--- src/rtl/fetch_sequencer.sv ---
// Program-counter owner and instruction-fetch sequencer: issues req/ack fetches to
// instruction memory, holds each instruction for decode and picks the next PC on accept.
module fetch_sequencer #(
  parameter logic [31:0] RESET_PC = 32'h0000_0000,
  parameter int          CNT_W    = 32
) (
  input  logic             clk,
  input  logic             reset,
  output logic             imem_req,
  output logic [31:0]      imem_addr,
  input  logic             imem_ack,
  input  logic [31:0]      imem_rdata,
  output logic [31:0]      instr,
  output logic             instr_valid,
  input  logic             instr_ready,
  input  logic             jumpSignal,
  input  logic             branchSignal,
  output logic [31:0]      pc,
  output logic [CNT_W-1:0] retired_count
);

  typedef enum logic [1:0] {
    IDLE,
    FETCH,
    HOLD
  } state_t;

  state_t      state;
  logic [31:0] next_pc;
  logic [31:0] branch_off;

  // Jump wins over branch; all arithmetic wraps naturally at 32 bits.
  always_comb begin
    branch_off = {{16{instr[15]}}, instr[15:0]};
    if (jumpSignal)
      next_pc = {pc[31:28], 2'b00, instr[25:0]};
    else if (branchSignal)
      next_pc = pc + 32'd1 + branch_off;
    else
      next_pc = pc + 32'd1;
  end

  assign imem_addr = pc;

  always_ff @(posedge clk or posedge reset) begin
    if (reset) begin
      state         <= IDLE;
      pc            <= RESET_PC;
      imem_req      <= 1'b0;
      instr_valid   <= 1'b0;
      instr         <= 32'd0;
      retired_count <= '0;
    end else begin
      case (state)
        IDLE: begin
          state    <= FETCH;
          imem_req <= 1'b1;
        end
        FETCH: begin
          if (imem_ack) begin
            instr       <= imem_rdata;
            imem_req    <= 1'b0;
            instr_valid <= 1'b1;
            state       <= HOLD;
          end
        end
        HOLD: begin
          // Request for the next PC goes out on the same edge as the accept.
          if (instr_ready) begin
            pc            <= next_pc;
            retired_count <= retired_count + CNT_W'(1);
            instr_valid   <= 1'b0;
            imem_req      <= 1'b1;
            state         <= FETCH;
          end
        end
        default: begin
          state       <= IDLE;
          imem_req    <= 1'b0;
          instr_valid <= 1'b0;
        end
      endcase
    end
  end

endmodule

--- config.mk ---
export PLATFORM = sky130hd
export DESIGN_NAME = fetch_sequencer
export DESIGN_NICKNAME = d
export VERILOG_FILES = /design/src/rtl/fetch_sequencer.sv
export SDC_FILE = /design/constraint.sdc
export NUM_CORES = 1
export LEC_CHECK = 0
export ABC_AREA = 1
export BUFFER_PORTS_ARGS = -buffer_cell sky130_fd_sc_hd__buf_2
export CORE_ASPECT_RATIO = 1.2
export CORE_UTILIZATION = 50
export CTS_CLUSTER_SIZE = 24
export DETAILED_ROUTE_END_ITERATION = 16
export GPL_TIMING_DRIVEN = 0
export PLACE_DENSITY = 0.85
export RECOVER_POWER = 50
export SLEW_MARGIN = 30
export SYNTH_ARGS = -nofsm -noshare
export SYNTH_HDL_FRONTEND = slang
export SYNTH_SLANG_ARGS = --single-unit
export TNS_END_PERCENT = 5
--- constraint.sdc ---
create_clock -name clk -period 4.2 [get_ports clk]
set_input_delay 0.21 -clock clk [delete_from_list [all_inputs] [get_ports clk]]
set_output_delay 0.21 -clock clk [all_outputs]
set_load 0.02 [all_outputs]
# [Word level (Yosys, flattened, before mapping)]
# Index checks and enable logic that the tools add are counted.
[word_totals] n_memories=0 inputBits=38 register_bits=100 romBits=0 latch_bits=0 elab_cells=33 mem_bits_rw=0 out_inout_bits=130
[classes] magnitude_cmp=0 div=0 add_sub_neg=3 n_mux=11 reduce_logical=6 eq_ne=4 shifts=0 n_mul=0 n_bitwise=2
[op_table] op="$add 32x1->32 const B" count=2
[op_table] op="$add 32x32->32" count=1
[op_table] op="$mux 32" count=1
[op_table] op="$mux 28" count=1
[op_table] op="$pmux 1 s3" count=2
[op_table] op="$pmux 2 s3" count=1
[op_table] op="$reduce_and 2->1" count=3
[op_table] op="$reduce_and 3->1" count=2
[op_table] op="$mux 1" count=4
[op_table] op="$mux 2" count=2
[op_table] op="$ne 2x2->1 const B" count=2
[op_table] op="$eq 2x1->1 const B" count=1
[op_table] op="$eq 2x2->1 const B" count=1
[op_table] op="$logic_not 2->1" count=1
[op_table] op="$not 1->1" count=2

# [Longest topological paths before layout]
# Gate-level depths: netlist of the first run.
[logic_depth] ltp_word=4 mapped_depth=22 depth_no_buf=22

# [Worst setup path after synthesis of the first run]
# No wires, ideal clock.
[synth_timing] path_kind="register -> register" from="register pc[0] (netlist: imem_addr[0])" to="register pc[28] (netlist: imem_addr[28])" setup_slack_ns=1.407 period_less_slack_ns=2.793 n_path_buf=0 setup_ns=0.117 required_time_ns=4.083 stages_incl_launch_ff=21 arrival_time_ns=2.676 path_cell_list="dfrtp_1 ha_1 nand3_2 inv_2 nand2_1 nor2_1 xor2_1 inv_1 ha_1 nand2_1 inv_1 nand2_1 nand2_1 a21oi_1 nor2_1 nor2_1 nand2_1 nand2_1 nand3_1 nand2_1 nand2_1"
[synth_between] elab_chain_cells=3
[synth_lines] item="from (decl)" line_no="18" rtl="output logic [31:0] pc,"
[synth_lines] item="from (signal assigned)" line_no="70" rtl="pc <= next_pc;"
[synth_lines] item="$add 32x1->32 *" line_no="38, 40"
[synth_lines] item="$add 32x32->32" line_no="38" rtl="next_pc = pc + 32'd1 + branch_off;"
[synth_lines] item="$mux 32 *" line_no="37" rtl="else if (branchSignal)"
# Mark *: on every way between the ends. The rest lies on a longest branch, timed or not.
# A chain may end at the register's enable or synchronous reset.

# [Worst setup path in the final report of the first run]
[layout_timing] from="register pc[0] (netlist: imem_addr[0])" to="register pc[20] (netlist: imem_addr[20])"
[layout_between] elab_chain_cells=4
[layout_lines] item="$add 32x1->32 *" line_no="38, 40"
[layout_lines] item="$add 32x32->32" line_no="38"
[layout_lines] item="$mux 32 *" line_no="37"
[layout_lines] item="$mux 28 *" line_no="35" rtl="if (jumpSignal)"
# Marks and branches as above.

==> results.sh, run 1 <==
export IMPL_setup_viol=0
export IMPL_multi_input_area_um2=4600
export IMPL_critical_path_max_stage_delay_ps=510
export IMPL_n_antenna_cell=0
export IMPL_antenna_found_initial=0
export IMPL_wirelength_mm=25.6
export IMPL_power_frac_comb_pct=68.6
export IMPL_syn_area_per_cell_um2=6.70
export IMPL_syn_nets=1284
export IMPL_fmax_mhz=284
export IMPL_grt_use_total_pct=31.1
export IMPL_regArea_um2=2480
export IMPL_fin_cells=1600
export IMPL_p_sw_mw=4.75
export IMPL_worstPathBufferInverterCount=3
export IMPL_ys_ff_latch=99
export IMPL_startpoint_type="flop"
export IMPL_period_share_pct=83.8
export IMPL_regToRegSetupSlack_ps=680
export IMPL_wl_per_cell_um=16.0
export IMPL_critPathKind="reg2reg"
export IMPL_start_util_pct=51.6
export IMPL_fin_tns_setup_ps=0
export IMPL_ys_warn_count=0
export IMPL_netlist_area_um2=8100
export IMPL_place_congestion=0.949
export IMPL_utilization_pct=59.9
export IMPL_cts_buffers=9
export IMPL_hpwl_mm=20.9
export IMPL_grt_pass1_wl_mm=40.8
export IMPL_vias_per_cell=5.28
export IMPL_drive_above_1_share_pct=15.2
export IMPL_power_mw=8.51
export IMPL_reg2regPathDepth=18
export IMPL_status="finished, violations left"
export IMPL_layout_common_cells="367 x nand2_1, 179 x inv_1, 122 x nor2_1"
export IMPL_row_count=50
export IMPL_clkSinkCount=99
export IMPL_boundaryPins=168
export IMPL_first_pass_iters=7
export IMPL_vias=8453
export IMPL_design_area_um2=9400
export IMPL_synth_cell_types=39
export IMPL_cpLargestDelayFamily="simple AND/OR/NAND/NOR gates"
export IMPL_crit_top_cell="nand2_1"
export IMPL_maxSlewViolCount=73
export IMPL_area_growth_pct=16.1
export IMPL_vdd_drop_max_mv=0.396
export IMPL_seqPwrFrac_pct=22.0
export IMPL_switching_share_pct=55.8
export IMPL_p_per_area_nw_per_um2=905
export IMPL_slew_headroom_pct=-18.0
export IMPL_path_max_fanout=7
export IMPL_crit_cells=18
export IMPL_die_w_um=118
export IMPL_hold_violations=0
export IMPL_root_buffer="clkbuf_16"
export IMPL_grt_pass1_vias=7916
export IMPL_cp_required_ps=4470
export IMPL_path_clk_slew_ps=80
export IMPL_grt_max_degree=73
export IMPL_worst_pin_slew_ps=1770
export IMPL_endpoint_kind="flop"
export IMPL_antenna_left=0
export IMPL_ys_seq_area_share_pct=30.6
export IMPL_placedCellCount=1583
export IMPL_cts_resized=0
export IMPL_rsz0062_at_grt="no"
export IMPL_core_um2=15700
export IMPL_drc=0
export IMPL_endpoint="imem_addr[20]"
export IMPL_internal_power_mw=3.76
export IMPL_crit_slowest_cell="dfrtp_1"
export IMPL_layout_commonest_cell="nand2_1"
export IMPL_nNetsFinal=1463
export IMPL_clock_latency_ps=360
export IMPL_grt_overflow=0
export IMPL_cts_setup_buffers=0
export IMPL_maxCapViolCount=1
export IMPL_r2r_start="imem_addr[0]"
export IMPL_regToRegEndpoint="imem_addr[20]"
export IMPL_worstSetupStartpoint="imem_addr[0]"
export IMPL_clkPwrFrac_pct=9.4
export IMPL_finalClockSkew_ps=12.5
export IMPL_p_leak_nw=5.19
export IMPL_place_area_um2=9220
export IMPL_clock_path_buffers=2
export IMPL_fp_dieH_um=141
export IMPL_dieArea_um2=16700
export IMPL_cts_tree="done"
export IMPL_n_fill_cell=1520
export IMPL_hp_class="in2reg"
export IMPL_failed_checks="capacitance limit, slew limit"
export IMPL_drt_iter0_drc=652
export IMPL_syn_inst=1208
export IMPL_cts_htree_levels=3
export IMPL_cp_arrival_ps=3790
export IMPL_portBuffers=166
export IMPL_crit_path_cell_trace="ha_1 > nand3_2 > inv_2 > nand2_1 > nor2_1 > xor2_1 > inv_1 > ha_1 > nand2_1 > inv_1 > nand2_1 > nor2_1 > nand4_1 > nand3_1 > nand2_1 > nand3_1 > nand2_1 > a21oi_1"
export IMPL_layout_min_cycle_time_ps=3520
## cell usage after synthesis, drive strengths merged
cell type  number  area [um^2]
nand2         374         1430
inv           183          687
nor2          130          533
dfrtp          99         2480
a21oi          84          420
nand3          83          430
buf            40          277
ha             37          463
xor2           37          324
mux2           31          349
o21ai          26          130
xnor2          18          158
nand4          17          106
clkbuf         12         55.1
nor3           11         60.1
o21bai          8         60.1
nand3b          4         30.0
a22oi           3         22.5
nor4            2         12.5
or2             2         12.5
a21o            1         7.51
and2            1         7.51
and3            1         6.26
fa              1         20.0
o211ai          1         7.51
o21a            1         7.51
o22ai           1         6.26
## metal layers
layer	up-vias	global-route usage [%]	wire length, um
met5	-	0	0
met4	0	14.2	951
met3	59	3.54	1370
met2	328	54.9	12900
met1	3929	38.0	10400
li1	4137	-	-
## power groups by stage
stage / logic [mW] / registers [mW] / clock network, mW
2_1_floorplan: 3.88 / 2.10 / 0
3_3_place_gp: 5.66 / 1.84 / 0
3_5_place_dp: 5.79 / 1.86 / 0
4_1_cts: 5.82 / 1.84 / 0.799
5_1_grt: 6.47 / 1.92 / 0.827
6_report: 5.84 / 1.87 / 0.796
## how the worst min path moves through the flow
stage,from,endpoint,slack [ps],depth (start not counted)
after floorplan,imem_rdata[0],instr[0],360,1
after global placement,imem_rdata[19],instr[19],440,2
after detailed placement,reset,retired_count[28],190,2
after CTS,imem_rdata[2],instr[2],80,2
after global routing,imem_rdata[0],instr[0],80,2
final,imem_rdata[2],instr[2],80,2
## per-stage QoR
stage	setup slack, ps	hold WS, ps
after floorplan	1400	361
after global placement	324	442
after detailed placement	764	190
after CTS	736	80.5
after global routing	430	84.9
final	681	77.8
## area by class of cell
type	count	area share (%)
well taps	208	2.77
clock inverters	7	0.546
multi-input cells	874	48.9
plain buffers	52	3.53
repair buffers	168	8.15
clock buffers	9	2.40
inverters	183	7.32
flip-flops and latches	99	26.4
## sequential cells by signal, summed over array words and instances (netlist names)
register,count
imem_addr,32
instr,32
retired_count,32
state,2
instr_valid,1
## worst register-to-register path, stage by stage (launching register included)
cell and delay, ps:
dfrtp_1 510, ha_1 370, nand3_2 130, inv_2 130, nand2_1 120, nor2_1 320, xor2_1 220, inv_1 60
ha_1 360, nand2_1 100, inv_1 80, nand2_1 70, nor2_1 220, nand4_1 190, nand3_1 130, nand2_1 60
nand3_1 100, nand2_1 120, a21oi_1 160
## repair_timing
action | 4_1_cts | 5_1_grt
hold buffers | 1 | 0
setup endpoints to repair | 0 | 0
endpoints found under the hold margin | 27 | 0
## logic make-up after synthesis
kind of cell               Yosys count  share of synthesized area (%)
DFF                                 99                           30.6
AOI/OAI and AO/OA                  125                           8.17
muxes                               31                           4.31
xor gates and xnor gates            55                           5.95
and+or+nand+nor                    625                           32.4
buffers and inverters              235                           12.6
adders and majority gates           38                           5.97
Note: power is estimated with default switching activity, not from simulation.
==> inputs of run 2 (changes only) <==
- ABC_AREA: 1 -> 0
- CORE_UTILIZATION: 50 -> 49
- PLACE_DENSITY: 0.85 -> 0.88
- clock period: 4.2 -> 2.95 ns (I/O delays scaled with it)
==> results.sh, run 2 <==
export IMPL_status="finished, violations left"
export IMPL_failed_checks="capacitance limit, slew limit, setup timing"
export IMPL_period_share_pct=136
export IMPL_vdd_drop_max_mv=0.767
export IMPL_synthArstFlopShare_pct=100
export IMPL_place_area_um2=8010
export IMPL_syn_nets=826
export IMPL_layout_min_cycle_time_ps=4000
export IMPL_vias=6713
export IMPL_wl_per_cell_um=18.7
export IMPL_vias_per_cell=5.91
export IMPL_cts_htree_levels=3
export IMPL_crit_path_cell_trace="ha_4 > nand4_1 > nor4b_4 > buf_4 > buf_4 > nand3_2 > xnor2_2 > ha_4 > or3_4 > a221oi_4 > a211oi_4 > o31ai_4 > o21ai_2 > xor2_1 > a2111o_1 > o211ai_2"
export IMPL_cts_tree="done"
export IMPL_cp_required_ps=3230
export IMPL_synth_most_common_cell="dfrtp_1"
export IMPL_yosys_area_top_type="dfrtp_1"
export IMPL_wl_met1_mm=8.23
export IMPL_cp_arrival_ps=4280
export IMPL_crit_slowest_cell="a2111o_1"
export IMPL_path_max_fanout=3
export IMPL_grt_pass1_wl_mm=33.4
export IMPL_cpLargestDelayFamily="compound AO/OA/AOI/OAI gates"
export IMPL_design_area_um2=8780
export IMPL_nNetsFinal=1034
export IMPL_wl_met2_mm=10.5
export IMPL_drt_iter0_drc=503
export IMPL_p_per_area_nw_per_um2=1290
export IMPL_row_count=47
export IMPL_clkSinkCount=99
export IMPL_core_um2=13800
export IMPL_ys_seq_area_share_pct=35.9
export IMPL_grt_overflow=0
export IMPL_ys_warn_count=0
export IMPL_area_growth_pct=27.2
export IMPL_fin_cells=1135
export IMPL_place_ws_ps=-1360
export IMPL_hp_class="in2reg"
export IMPL_fin_ws_ps=-1050
export IMPL_placedCellCount=1088
export IMPL_startpoint_type="flop"
export IMPL_worstPathBufferInverterCount=2
export IMPL_drive_above_1_share_pct=32.7
export IMPL_hpwl_mm=14.6
export IMPL_yosysTopAreaCellShare_pct=35.9
export IMPL_regToRegEndpoint="imem_addr[31]"
export IMPL_die_w_um=110
export IMPL_crit_cells=16
export IMPL_endpoint_kind="flop"
export IMPL_syn_inst=750
export IMPL_fin_tns_setup_ps=-13180
export IMPL_synth_commonest_cells="99 x dfrtp_1, 79 x nand2_1, 55 x xnor2_1, 52 x nor2_1, 48 x a21oi_1"
export IMPL_n_fill_cell=1094
export IMPL_antenna_found_initial=1
export IMPL_first_pass_iters=6
export IMPL_critical_path_max_stage_delay_ps=480
export IMPL_ys_ff_latch=99
export IMPL_synth_cell_types=66
export IMPL_netlist_area_um2=6910
export IMPL_syn_area_per_cell_um2=9.21
export IMPL_multi_input_area_um2=4360
export IMPL_fp_dieH_um=132
export IMPL_ys_flop_type="dfrtp_1"
export IMPL_critPathKind="reg2reg"
export IMPL_maxCapViolCount=1
export IMPL_place_congestion=0.937
export IMPL_root_buffer="clkbuf_16"
export IMPL_hold_path_depth=2
export IMPL_path_clk_slew_ps=80
export IMPL_maxSlewViolCount=44
export IMPL_hold_violations=0
export IMPL_layout_commonest_cell="buf_2"
export IMPL_min_from="imem_rdata[27]"
export IMPL_wl_met3_mm=1.37
export IMPL_regToRegSetupSlack_ps=-1050
export IMPL_cts_buffers=9
export IMPL_rsz0062_at_grt="yes"
export IMPL_min_to="instr[27]"
export IMPL_clock_latency_ps=360
export IMPL_setup_viol=22
export IMPL_finalClockSkew_ps=13.5
export IMPL_r2r_start="imem_addr[0]"
export IMPL_boundaryPins=168
export IMPL_layout_common_cells="115 x buf_2, 93 x dfrtp_1, 75 x nand2_1"
export IMPL_start_util_pct=50.2
export IMPL_grt_pass1_vias=6630
export IMPL_highest_layer="met4"
export IMPL_dieArea_um2=14600
export IMPL_fmax_mhz=250
export IMPL_drc=0
export IMPL_worst_pin_slew_ps=1830
export IMPL_p_leak_nw=4.09
export IMPL_reg2regPathDepth=16
export IMPL_synth_edff_count=0
export IMPL_slew_headroom_pct=-22.5
export IMPL_antenna_left=0
export IMPL_wirelength_mm=21.2
export IMPL_grt_max_degree=58
export IMPL_grt_use_total_pct=29.7
export IMPL_portBuffers=166
export IMPL_synthTopCellsByArea="dfrtp_1 36%, xnor2_1 7.0%, ha_1 6.7%, mux2_2 5.5%, nand2_1 4.3%"
export IMPL_clock_path_buffers=2
export IMPL_regArea_um2=2480
## run 2: changes by cell type after synthesis, sizes merged, moves of 14 or more
cell / delta
o21ai: +23
xnor2: +37
nor2: -76
a21o: +17
a21oi: -34
nand2: -295
a211oi: +14
nand3: -60
and3: +15
inv: -165
## run 2: cells by family (layout without fill, tap and decap cells)
| logic type | count (synthesis) | in the layout | share of synthesized area (%) |
|---|---|---|---|
| AOI/OAI and AO/OA | 182 | 182 | 17.4 |
| xor gates and xnor gates | 84 | 84 | 10.7 |
| adders and majority gates | 38 | 38 | 6.99 |
| buffers and inverters | 75 | 288 | 5.82 |
| DFF | 99 | 99 | 35.9 |
| muxes | 43 | 43 | 7.03 |
| other | 0 | 1 | 0 |
| and+or+nand+nor | 229 | 229 | 16.3 |
## run 2: per-layer routing
metal  vias up  track usage [%]
li1       3055                -
met1      3228             36.3
met2       338             49.1
met3        92             4.84
met4         0             16.4
met5         -                0
## run 2: worst max-delay path by stage
stage,from,end,slack [ps]
after floorplan,imem_addr[0],imem_addr[31],-860
after global placement,imem_addr[0],imem_addr[31],-1310
after detailed placement,imem_addr[0],imem_addr[31],-1360
after CTS,imem_addr[0],imem_addr[31],-880
after global routing,imem_addr[0],imem_addr[31],-1200
final,imem_addr[0],imem_addr[31],-1050
## run 2: worst reg2reg max path, cell delays in order, from the launching register on
cell	delay [ps]
dfrtp_2	410
ha_4	150
nand4_1	220
nor4b_4	430
buf_4	190
buf_4	100
nand3_2	90
xnor2_2	190
ha_4	190
or3_4	340
a221oi_4	300
a211oi_4	150
o31ai_4	320
o21ai_2	120
xor2_1	180
a2111o_1	480
o211ai_2	80
## run 2: repair_timing
action                                  CTS  global route
pin swaps                                32            22
endpoints found under the hold margin    42             0
setup buffers                            28             6
gates resized for setup                  46            25
hold buffers                              1             0
endpoints found under the setup margin   22            25
## run 2: power by group
group          internal, mW  switching, mW
logic                  3.27           4.24
registers              1.82          0.789
clock network         0.612          0.561
## run 2: final cells by class
type	instances	share of cell area [%]
Inverter	18	0.783
Clock inverter	6	0.627
Sequential cell	99	28.3
Multi-Input combinational cell	576	49.7
Clock buffer	10	2.72
Antenna cell	1	0.0285
Tap cell	171	2.44
Timing Repair Buffer	201	11.8
Buffer	53	3.63
## run 2: through the flow
step / hold slack (ps) / power (mW) / util [%]
final: 11.8 / 11.3 / 63.8
after global routing: 21.2 / 12.0 / 63.8
after CTS: 14.9 / 10.8 / 63.3
after detailed placement: 181 / 8.95 / 58.2
after global placement: 379 / 8.80 / 57.9
after floorplan: 298 / 7.25 / -
==> inputs of run 3 (changes only) <==
- BUFFER_PORTS_ARGS: -buffer_cell sky130_fd_sc_hd__buf_2 -> default
- CORE_UTILIZATION: 49 -> 50
- DONT_BUFFER_PORTS: default -> 1
- PLACE_DENSITY: 0.88 -> 0.79
==> results.sh, run 3 (synthesis results as in run 2) <==
export IMPL_vias_per_cell=6.18
export IMPL_endpoint_kind="flop"
export IMPL_grt_pass1_wl_mm=30.5
export IMPL_fp_dieH_um=131
export IMPL_dieArea_um2=14300
export IMPL_area_growth_pct=18.0
export IMPL_antenna_found_initial=1
export IMPL_maxSlewViolCount=0
export IMPL_place_congestion=0.932
export IMPL_critPathKind="reg2reg"
export IMPL_cts_buffers=9
export IMPL_fmax_mhz=243
export IMPL_layout_commonest_cell="dfrtp_1"
export IMPL_hold_violations=0
export IMPL_slew_headroom_pct=5.38
export IMPL_layout_common_cells="82 x dfrtp_1, 77 x nand2_1, 54 x xnor2_1"
export IMPL_root_buffer="clkbuf_16"
export IMPL_maxCapViolCount=0
export IMPL_boundaryPins=168
export IMPL_timing_hold_ws_ps=3.55
export IMPL_hp_class="in2reg"
export IMPL_cp_required_ps=3230
export IMPL_grt_use_total_pct=27.9
export IMPL_vias=6062
export IMPL_finalClockSkew_ps=9.48
export IMPL_antenna_left=0
export IMPL_hold_path_depth=2
export IMPL_reg2regPathDepth=15
export IMPL_design_area_um2=8150
export IMPL_cts_htree_levels=3
export IMPL_p_per_area_nw_per_um2=1290
export IMPL_start_util_pct=51.7
export IMPL_drc=0
export IMPL_period_share_pct=140
export IMPL_hpwl_mm=13.8
export IMPL_p_leak_nw=3.55
export IMPL_first_pass_iters=5
export IMPL_fin_ws_ps=-1170
export IMPL_row_count=46
export IMPL_layout_min_cycle_time_ps=4120
export IMPL_wirelength_mm=19.6
export IMPL_clock_path_buffers=2
export IMPL_cp_arrival_ps=4400
export IMPL_die_w_um=109
export IMPL_drive_above_1_share_pct=21.6
export IMPL_setup_viol=24
export IMPL_grt_overflow=0
export IMPL_place_area_um2=7170
export IMPL_grt_pass1_vias=5917
export IMPL_n_fill_cell=1101
export IMPL_wl_per_cell_um=20.0
export IMPL_core_um2=13400
export IMPL_drt_iter0_drc=464
export IMPL_utilization_pct=61.0
export IMPL_path_max_fanout=8
export IMPL_status="finished, violations left"
export IMPL_cts_tree="done"
export IMPL_nNetsFinal=883
export IMPL_clock_latency_ps=360
export IMPL_failed_checks="setup timing"
export IMPL_grt_max_degree=70
export IMPL_worst_pin_slew_ps=1410
export IMPL_startpoint_type="flop"
export IMPL_vdd_drop_max_mv=0.685
export IMPL_portBuffers=0
export IMPL_rsz0062_at_grt="yes"
export IMPL_clkSinkCount=99
export IMPL_path_clk_slew_ps=80
==> run 3: metal layers <==
| layer | GRT usage (%) | wire, um | share of wire, % | vias to the layer above |
|---|---|---|---|---|
| li1 | - | - | - | 2758 |
| met1 | 34.6 | 7800 | 40 | 2967 |
| met2 | 48.1 | 9910 | 50 | 296 |
| met3 | 5.31 | 1400 | 7.1 | 41 |
| met4 | 10.2 | 520 | 2.6 | 0 |
| met5 | 0 | 0 | 0 | - |
==> run 3: where the power goes <==
| part | total [mW] | internal, mW | switching, mW |
|---|---|---|---|
| Sequential | 3.26 | 1.83 | 1.44 |
| Clock | 1.31 | 0.693 | 0.619 |
| Combinational | 5.92 | 2.71 | 3.20 |
| Total | 10.5 | 5.23 | 5.26 |
==> run 3: worst paths after layout <==
path / slack (ps) / startpoint / endpoint
max: -1170 / imem_addr[0] / imem_addr[31]
max in group asynchronous: 730 / reset / imem_addr[7]
max reg2reg: -1170 / imem_addr[0] / imem_addr[31]
min: 4 / instr_ready / state[1]
min reg2reg: 560 / state[1] / instr_valid
min in group asynchronous: 560 / reset / retired_count[11]
==> run 3: worst max-delay path, stage by stage (launching register included) <==
cell and delay [ps]:
dfrtp_2 550, ha_4 190, nand4_1 210, nor4b_4 440
nand2_2 160, nor2_4 150, and3_4 230, xor2_4 80
ha_4 320, and3_4 190, nand4_1 150, a211oi_4 380
o31ai_4 120, o21ai_2 200, mux4_2 540, o211ai_2 140
==> run 3: layout make-up <==
| class | instances | area (um^2) | area share, % |
|---|---|---|---|
| inverters | 18 | 68.8 | 0.844 |
| plain buffers | 53 | 319 | 3.91 |
| repair buffers | 50 | 460 | 5.65 |
| well taps | 168 | 210 | 2.58 |
| flip-flops and latches | 99 | 2500 | 30.7 |
| clock buffers | 9 | 225 | 2.76 |
| clock inverters | 7 | 108 | 1.32 |
| diodes | 1 | 2.50 | 0.0307 |
| multi-input cells | 576 | 4260 | 52.2 |
==> run 3: metrics by stage <==
step	cells	power [mW]	setup WS (ps)	setup TNS, ps
after floorplan	750	7.25	-858	-6230
after CTS	977	10.1	-1110	-16870
after detailed placement	919	8.35	-1570	-18610
after global placement	918	8.24	-1570	-104410
after global routing	981	11.1	-1340	-22330
final	981	10.5	-1170	-17890
==> run 3: repair_timing <==
action / CTS / global route
gates resized for setup: 31 / 24
buffers inserted: 12 / 3
hold buffers: 34 / 0
endpoints found under the hold margin: 71 / 0
endpoints found under the setup margin: 24 / 29
pin swaps: 20 / 13
